===== src/rtl/calc_sequencer.sv =====
// Four-digit two-operand calculator controller: button conditioning, BCD digit
// entry, and an add/sub/mul/div sequencer with a 7-step restoring divider.

module calc_db #(
  parameter int DB_CYCLES = 250000,
  parameter int DB_W      = 18
) (
  input  logic clk,
  input  logic rst_n,
  input  logic raw,
  output logic pulse
);
  logic s1, s2, deb, deb_d;
  logic [DB_W-1:0] cnt;

  always_ff @(posedge clk or negedge rst_n) begin
    if (!rst_n) begin
      s1 <= 1'b0; s2 <= 1'b0; deb <= 1'b0; deb_d <= 1'b0; pulse <= 1'b0;
      cnt <= '0;
    end else begin
      s1    <= raw;
      s2    <= s1;
      deb_d <= deb;
      pulse <= deb & ~deb_d;
      if (s2 == deb)
        cnt <= '0;
      else if (cnt == DB_W'(DB_CYCLES - 1)) begin
        deb <= s2;
        cnt <= '0;
      end else
        cnt <= cnt + 1'b1;
    end
  end
endmodule

module calc_sequencer #(
  parameter int DB_CYCLES = 250000,
  parameter int DB_W      = 18
) (
  input  logic        clk,
  input  logic        rst_n,
  input  logic [8:0]  B,
  output logic [14:0] result,
  output logic        dot,
  output logic        busy,
  output logic        err
);
  typedef enum logic [1:0] {ENTRY, EXEC, SHOW} st_t;
  localparam logic [1:0] OP_ADD = 2'd0, OP_SUB = 2'd1, OP_MUL = 2'd2, OP_DIV = 2'd3;

  logic [8:0] pulse;
  for (genvar i = 0; i < 9; i++) begin : g_db
    calc_db #(.DB_CYCLES(DB_CYCLES), .DB_W(DB_W)) u_db (
      .clk(clk), .rst_n(rst_n), .raw(B[i]), .pulse(pulse[i]));
  end

  st_t state, state_nxt;
  logic [3:0][3:0] d, d_nxt;
  logic [3:0]  dig;
  logic        op_go, div_done, ge;
  logic [1:0]  op_sel, op_r;
  logic [6:0]  a_cur, b_cur, a_nxt, b_nxt, a_r, b_r, rem, q, rem_nx, q_nx;
  logic [7:0]  rem_sh;
  logic [2:0]  cnt;
  logic [13:0] entry_val;
  logic [14:0] arith;

  // Digit pulses are dropped during EXEC and whenever any op button fires alongside.
  always_comb begin
    dig    = (state != EXEC && !(|pulse[8:4])) ? pulse[3:0] : 4'b0;
    op_go  = (|pulse[7:4]) && !pulse[8];
    op_sel = pulse[7] ? OP_DIV : pulse[6] ? OP_MUL : pulse[5] ? OP_SUB : OP_ADD;
    for (int i = 0; i < 4; i++)
      d_nxt[i] = dig[i] ? ((d[i] == 4'd9) ? 4'd0 : d[i] + 4'd1) : d[i];
  end

  assign a_cur     = 7'(d[0]) * 7'd10 + 7'(d[1]);
  assign b_cur     = 7'(d[2]) * 7'd10 + 7'(d[3]);
  assign a_nxt     = 7'(d_nxt[0]) * 7'd10 + 7'(d_nxt[1]);
  assign b_nxt     = 7'(d_nxt[2]) * 7'd10 + 7'(d_nxt[3]);
  assign entry_val = 14'(a_nxt) * 14'd100 + 14'(b_nxt);

  // One restoring step: shift next dividend bit into the partial remainder.
  assign rem_sh = {rem, q[6]};
  assign ge     = rem_sh >= {1'b0, b_r};
  assign rem_nx = ge ? 7'(rem_sh - {1'b0, b_r}) : rem_sh[6:0];
  assign q_nx   = {q[5:0], ge};

  always_comb begin
    case (op_r)
      OP_ADD:  arith = 15'(a_r) + 15'(b_r);
      OP_SUB:  arith = (a_r >= b_r) ? 15'(a_r - b_r) : {1'b1, 14'(b_r - a_r)};
      OP_MUL:  arith = 15'(a_r) * 15'(b_r);
      default: arith = '0;
    endcase
  end

  assign div_done = (op_r != OP_DIV) || (b_r == 7'd0) || (cnt == 3'd6);

  always_ff @(posedge clk or negedge rst_n) begin
    if (!rst_n) state <= ENTRY;
    else        state <= state_nxt;
  end

  always_comb begin
    state_nxt = state;
    case (state)
      ENTRY:   if (op_go) state_nxt = EXEC;
      EXEC:    if (div_done) state_nxt = SHOW;
      SHOW:    if (pulse[8] || (|dig)) state_nxt = ENTRY;
               else if (op_go) state_nxt = EXEC;
      default: state_nxt = ENTRY;
    endcase
  end

  always_comb begin
    busy = (state == EXEC);
    dot  = (state == SHOW);
  end

  always_ff @(posedge clk or negedge rst_n) begin
    if (!rst_n) begin
      d <= '0; result <= '0; err <= 1'b0;
      a_r <= '0; b_r <= '0; op_r <= OP_ADD; rem <= '0; q <= '0; cnt <= '0;
    end else begin
      d <= d_nxt;
      if (state_nxt == ENTRY) result <= {1'b0, entry_val};
      if (state == SHOW && state_nxt == ENTRY) err <= 1'b0;
      if (state != EXEC && state_nxt == EXEC) begin
        a_r <= a_cur; b_r <= b_cur; op_r <= op_sel; err <= 1'b0;
        rem <= '0; q <= a_cur; cnt <= '0;
      end
      if (state == EXEC) begin
        if (op_r != OP_DIV)
          result <= arith;
        else if (b_r == 7'd0) begin
          err    <= 1'b1;
          result <= '0;
        end else begin
          rem <= rem_nx;
          q   <= q_nx;
          cnt <= cnt + 3'd1;
          if (cnt == 3'd6) result <= 15'(q_nx);
        end
      end
    end
  end
endmodule

===== config.mk =====
export PLATFORM = sky130hd
export DESIGN_NAME = calc_sequencer
export DESIGN_NICKNAME = d
export VERILOG_FILES = /design/src/rtl/calc_sequencer.sv
export SDC_FILE = /design/constraint.sdc
export NUM_CORES = 1
export LEC_CHECK = 0
export BUFFER_PORTS_ARGS = -buffer_cell sky130_fd_sc_hd__buf_2
export CORE_ASPECT_RATIO = 1.1
export CORE_UTILIZATION = 35
export CTS_CLUSTER_SIZE = 8
export DETAILED_ROUTE_END_ITERATION = 6
export HOLD_SLACK_MARGIN = 0.03
export MAX_ROUTING_LAYER = met4
export PLACE_DENSITY = 0.52
export SYNTH_ARGS = -nofsm -noshare
export SYNTH_HDL_FRONTEND = slang
export SYNTH_SLANG_ARGS = --single-unit

===== constraint.sdc =====
create_clock -name clk -period 6 [get_ports clk]
set_input_delay 1.2 -clock clk [delete_from_list [all_inputs] [get_ports clk]]
set_output_delay 1.2 -clock clk [all_outputs]
set_load 0.01 [all_outputs]

## Word-level counts from Yosys, hierarchy flattened

Index checks and enable logic that the tools add are counted.

| storage, ports and cells | value |
|---|---|
| register bits after elaboration | 274 |
| input port bits | 11 |

| operators by class | value |
|---|---|
| mux-type cells | 59 |
| $lt $le $gt $ge | 2 |
| bitwise gates (word level) | 27 |
| equal/unequal tests | 30 |
| multiply operators | 6 |
| add/subtract/negate cells | 23 |
| reduce and logical (&&, ||, !) cells | 25 |

Operators by type and width:

| cell | number |
|---|---|
| $mux W18 | 18 |
| $add A18 B1 Y18 const B | 9 |
| $eq A18 B18 Y1 const B | 9 |
| $mux W15 | 6 |
| $mux W7 | 9 |
| $pmux W15 S3 | 1 |
| $mux W4 | 9 |
| $add A7 B4 Y7 | 4 |
| $mul A4 B3 Y6 const B | 4 |
| $not A1 Y1 | 18 |
| $reduce_and A2 Y1 | 9 |
| $add A4 B1 Y4 const B | 4 |
| $eq A4 B4 Y1 const B | 4 |
| $sub A7 B7 Y8 | 2 |
| $add A14 B7 Y14 | 1 |
| $mul A7 B7 Y14 | 1 |
| $mul A7 B5 Y12 const B | 1 |
| $mux W3 | 4 |
| $mux W2 | 5 |
| $and A1 B1 Y1 | 9 |
| $eq A1 B1 Y1 | 9 |
| $add A7 B7 Y8 | 1 |
| $ge A8 B7 Y1 | 1 |
| $reduce_or A4 Y1 | 2 |
| other kinds (16) | 32 |

## Longest topological paths before layout

| logic depth | value |
|---|---|
| depth in word-level cells | 15 |
| gate-level depth with buffers | 24 |

## Modules after synthesis

Synthesis repeated with hierarchy kept, for this count alone.

| unflattened totals | value |
|---|---|
| cells, all modules | 1,757 |
| area, all modules | 17,169.0 um^2 |

Modules (own cells, without submodules):

| module | instances | area an instance (um^2) | cells each |
|---|---|---|---|
| calc_db | 9 | 1,086.0 | 101 |
| calc_sequencer | 1 | 7,394.6 | 848 |

## Worst setup path before layout

No wires, ideal clock.

| path | value |
|---|---|
| path type | reg-to-reg |
| from | register g_db[4].u_db.pulse |
| to | register result[13] |
| library setup time | 0.082 ns |
| stages on the path, launching flop included | 23 |
| setup slack | 0.109 ns |
| arrival time | 5.809 ns |
| buffers on the path | 1 |
| clock period less this slack | 5.891 ns |
| data required time | 5.918 ns |
| cell sequence | dfrtp_1 or4_1 clkbuf_2 nor3_2 nand3_1 mux2_2 ha_1 ha_1 ha_1 o211ai_1 nor2_1 o311a_1 xnor2_1 xnor2_1 ha_1 ha_1 ha_1 and3_1 a211o_1 a311oi_1 nor3_1 xnor3_1 o211ai_2 |

RTL lines:

| element | RTL line | text |
|---|---|---|
| start: declaration | 11 | `output logic pulse` |
| start signal: assignment | 24 | `pulse <= deb & ~deb_d;` |
| end signal: assignment | 127 | `if (state_nxt == ENTRY) result <= {1'b0, entry_val};` |
| end signal: assignment | 135 | `result <= arith;` |
| end signal: assignment | 143 | `if (cnt == 3'd6) result <= 15'(q_nx);` |
| end: declaration | 43 | `output logic [14:0] result,` |

==> results.json <==
{
  "synth_area_leader_cell": "dfrtp_1",
  "clk_pin_slew_ps": 50,
  "grt_start_max_net_pins": 113,
  "diodes": 0,
  "status": "completed",
  "setup_viol": 0,
  "start_util_pct": 35.5,
  "routed_wl_um": 37300,
  "grt-ovfl-total": 0,
  "critical_path_peak_fanout": 6,
  "fin_util_pct": 39.7,
  "critPathKind": "flop to flop",
  "worstMarginPinSlew_ps": 964,
  "fin_area_sq_mm": 0.0185,
  "layout_commonest_cell": "dfrtp_1",
  "async_flop_share_pct": 100,
  "synth_seq_cells": 274,
  "area_growth_pct": 12.0,
  "grt_antenna_before_repair": 0,
  "ios": 29,
  "drt-vias-per-instance": 5.07,
  "cts_tree": "done",
  "skew_ps": 12.0,
  "hp-start": "g_db[6].u_db.s1$_DFF_PN0_",
  "gp_congestion": 0.882,
  "portBuffers": 28,
  "ys_top_cells_by_area": "dfrtp_1 (41%), ha_1 (9.5%), xnor2_1 (5.6%)",
  "syn_area_sq_mm": 0.0165,
  "firstDrtPassIters": 5,
  "syn_nets": 1909,
  "synth_cells": 1735,
  "reg2reg_to": "result[13]$_DFF_PN0_",
  "fill_cells": 4610,
  "die_area_sq_mm": 0.0481,
  "yosysWarnings": 0,
  "core_area_sq_mm": 0.0466,
  "final_hold_viol_count": 0,
  "r2r_start": "g_db[5].u_db.pulse$_DFF_PN0_",
  "synth_cell_types": 65,
  "dp_hpwl_um": 27100,
  "critPathCaptureType": "flop",
  "required_ps": 6450,
  "postRouteAntennaNets": 0,
  "drc": 0,
  "hold_path.class": "flop to flop",
  "finalPower_mw": 4.00,
  "synth-seq-area-share_pct": 41.5,
  "max-cap-violations": 0,
  "drt_iter0_drc": 593,
  "clock_latency_ps": 530,
  "power_density_mw_per_mm2": 216,
  "final_cell_mix": "dfrtp_1 (274), nor2_1 (244), nand2_1 (141)",
  "nets": 1953,
  "cellLeakagePower_nw": 8.62,
  "ir_drop_v": 0.000164,
  "place_ws_ps": 59.7,
  "first_global_vias": 12300,
  "cp.arrival_ps": 6170,
  "rows": 83,
  "wire_per_inst_um": 15.7,
  "htree_levels": 2,
  "placedCellCount": 2332,
  "cts_buffers": 40,
  "cts_sinks": 274,
  "ys.flop_type": "dfrtp_1",
  "reg2reg_slack_ps": 280,
  "min_to": "g_db[6].u_db.s2$_DFF_PN0_",
  "holdWs_ps": 344,
  "die_h_um": 230,
  "final_layout_size_suffix_gt1_share_pct": 6.45,
  "final.setup.worst_slack_ps": 280,
  "die_w_um": 209,
  "fin_crit_ps": 5720,
  "maxSlewViolCount": 0,
  "fin_cells": 2377,
  "clockBufferDepth": 3,
  "fmax_mhz": 175,
  "avgSynthCellArea_sq_um": 9.53,
  "period_share_pct": 95.3,
  "cts_root_buf": "clkbuf_16",
  "startpoint_type": "flop",
  "vias": 12000,
  "setup_tns_ps": 0,
  "grt_pass1_wl_um": 63000,
  "place_area_sq_mm": 0.0174,
  "reg2regPathDepth": 21,
  "whs_path_depth": 0,
  "track_usage_pct": 16.5,
  "synth_top_cell_area_share_pct": 41.5,
  "synth_edf_count": 0,
  "max-slew-margin-rel_pct": 35.5
}
[cell type report]
cell class,count,area [sq um],share of cell area (%)
Multi-Input combinational cell,1315,9180,49.5
Sequential cell,274,6860,37.0
Clock buffer,43,1030,5.58
Tap cell,595,744,4.02
Inverter,106,398,2.15
Timing Repair Buffer,42,268,1.45
Clock inverter,2,50.0,0.270
[worst max-delay path by stage]
| stage | slack, ps | depth (start not counted) | to | from |
|---|---|---|---|---|
| floorplan | 110 | 22 | result[13]$_DFF_PN0_ | g_db[4].u_db.pulse$_DFF_PN0_ |
| global placement | 140 | 21 | result[13]$_DFF_PN0_ | g_db[5].u_db.pulse$_DFF_PN0_ |
| detailed placement | 60 | 20 | result[13]$_DFF_PN0_ | g_db[5].u_db.pulse$_DFF_PN0_ |
| CTS | 10 | 21 | result[13]$_DFF_PN0_ | g_db[5].u_db.pulse$_DFF_PN0_ |
| global route | -50 | 23 | result[13]$_DFF_PN0_ | g_db[5].u_db.pulse$_DFF_PN0_ |
| finish | 280 | 21 | result[13]$_DFF_PN0_ | g_db[5].u_db.pulse$_DFF_PN0_ |
[per-layer routing]
metal	GRT usage, %	share of wire (%)	vias to the layer above
li1	-	-	6023
met1	21.4	48	5820
met2	26.5	47	148
met3	2.32	3.0	51
met4	5.33	2.5	0
met5	-	0	-
[kinds of logic (layout without fill, tap and decap cells)]
kind of cell,after synthesis,count (layout),share of synthesized area (%)
muxes,21,21,1.36
buffers and inverters,146,193,3.32
adders and majority gates,163,163,14.0
DFF,274,274,41.5
and+or+nand+nor,691,691,19.8
AOI/OAI and AO/OA,241,241,9.44
xor gates and xnor gates,199,199,10.6
[power breakdown]
part	total, mW	leakage [nW]	internal (mW)	switching (mW)
sequential	1.89	3.76	1.87	0.0142
combinational	0.0878	4.33	0.0217	0.0661
clock	2.03	0.532	1.25	0.780
total	4.00	8.62	3.14	0.861
[critical path: stages (launching register included)]
cell	delay, ps
dfrtp_1	390
or4_4	570
or3_4	400
o21a_1	210
a21o_1	180
ha_1	270
ha_1	200
ha_1	300
o211ai_1	120
nor2_2	80
o311a_1	420
xnor2_2	170
xnor2_1	140
ha_1	300
ha_1	300
ha_2	320
and3_1	160
a211o_1	280
a311oi_2	230
nor3_1	110
xnor3_1	360
o211ai_2	140
[what timing repair did]
action | 4_1_cts | 5_1_grt
hold buffers | 0 | 0
resized for setup | 0 | 10
setup buffers | 0 | 0
endpoints found under the setup margin | 0 | 3
[cell usage after synthesis (8+ instances only)]
cell type    n
a211oi_1     8
a21o_1      22
a21oi_1     59
and3_1      36
clkbuf_1    35
dfrtp_1    274
fa_1        37
ha_1       126
inv_1      106
mux2_2      12
mux2i_1      9
nand2_1    141
nand2b_1    12
nand3_1     87
nand4_1     30
nor2_1     245
nor2b_1     24
nor3_1      32
nor4_1      19
nor4b_1      9
o211ai_1     8
o21a_1       9
o21ai_0     69
o21bai_1     9
or3_1       25
xnor2_1    106
xor2_1      92
[sequential cells by signal, summed over array words and instances, names as in the netlist, 7 cells and up]
register,count
g_db.u_db.deb_d,9
g_db.u_db.cnt,162
rem,7
g_db.u_db.pulse,9
g_db.u_db.s2,9
g_db.u_db.deb,9
b_r,7
d,16
a_r,7
result,15
q,7
g_db.u_db.s1,9
No activity file was read; power rests on OpenSTA's default activity.
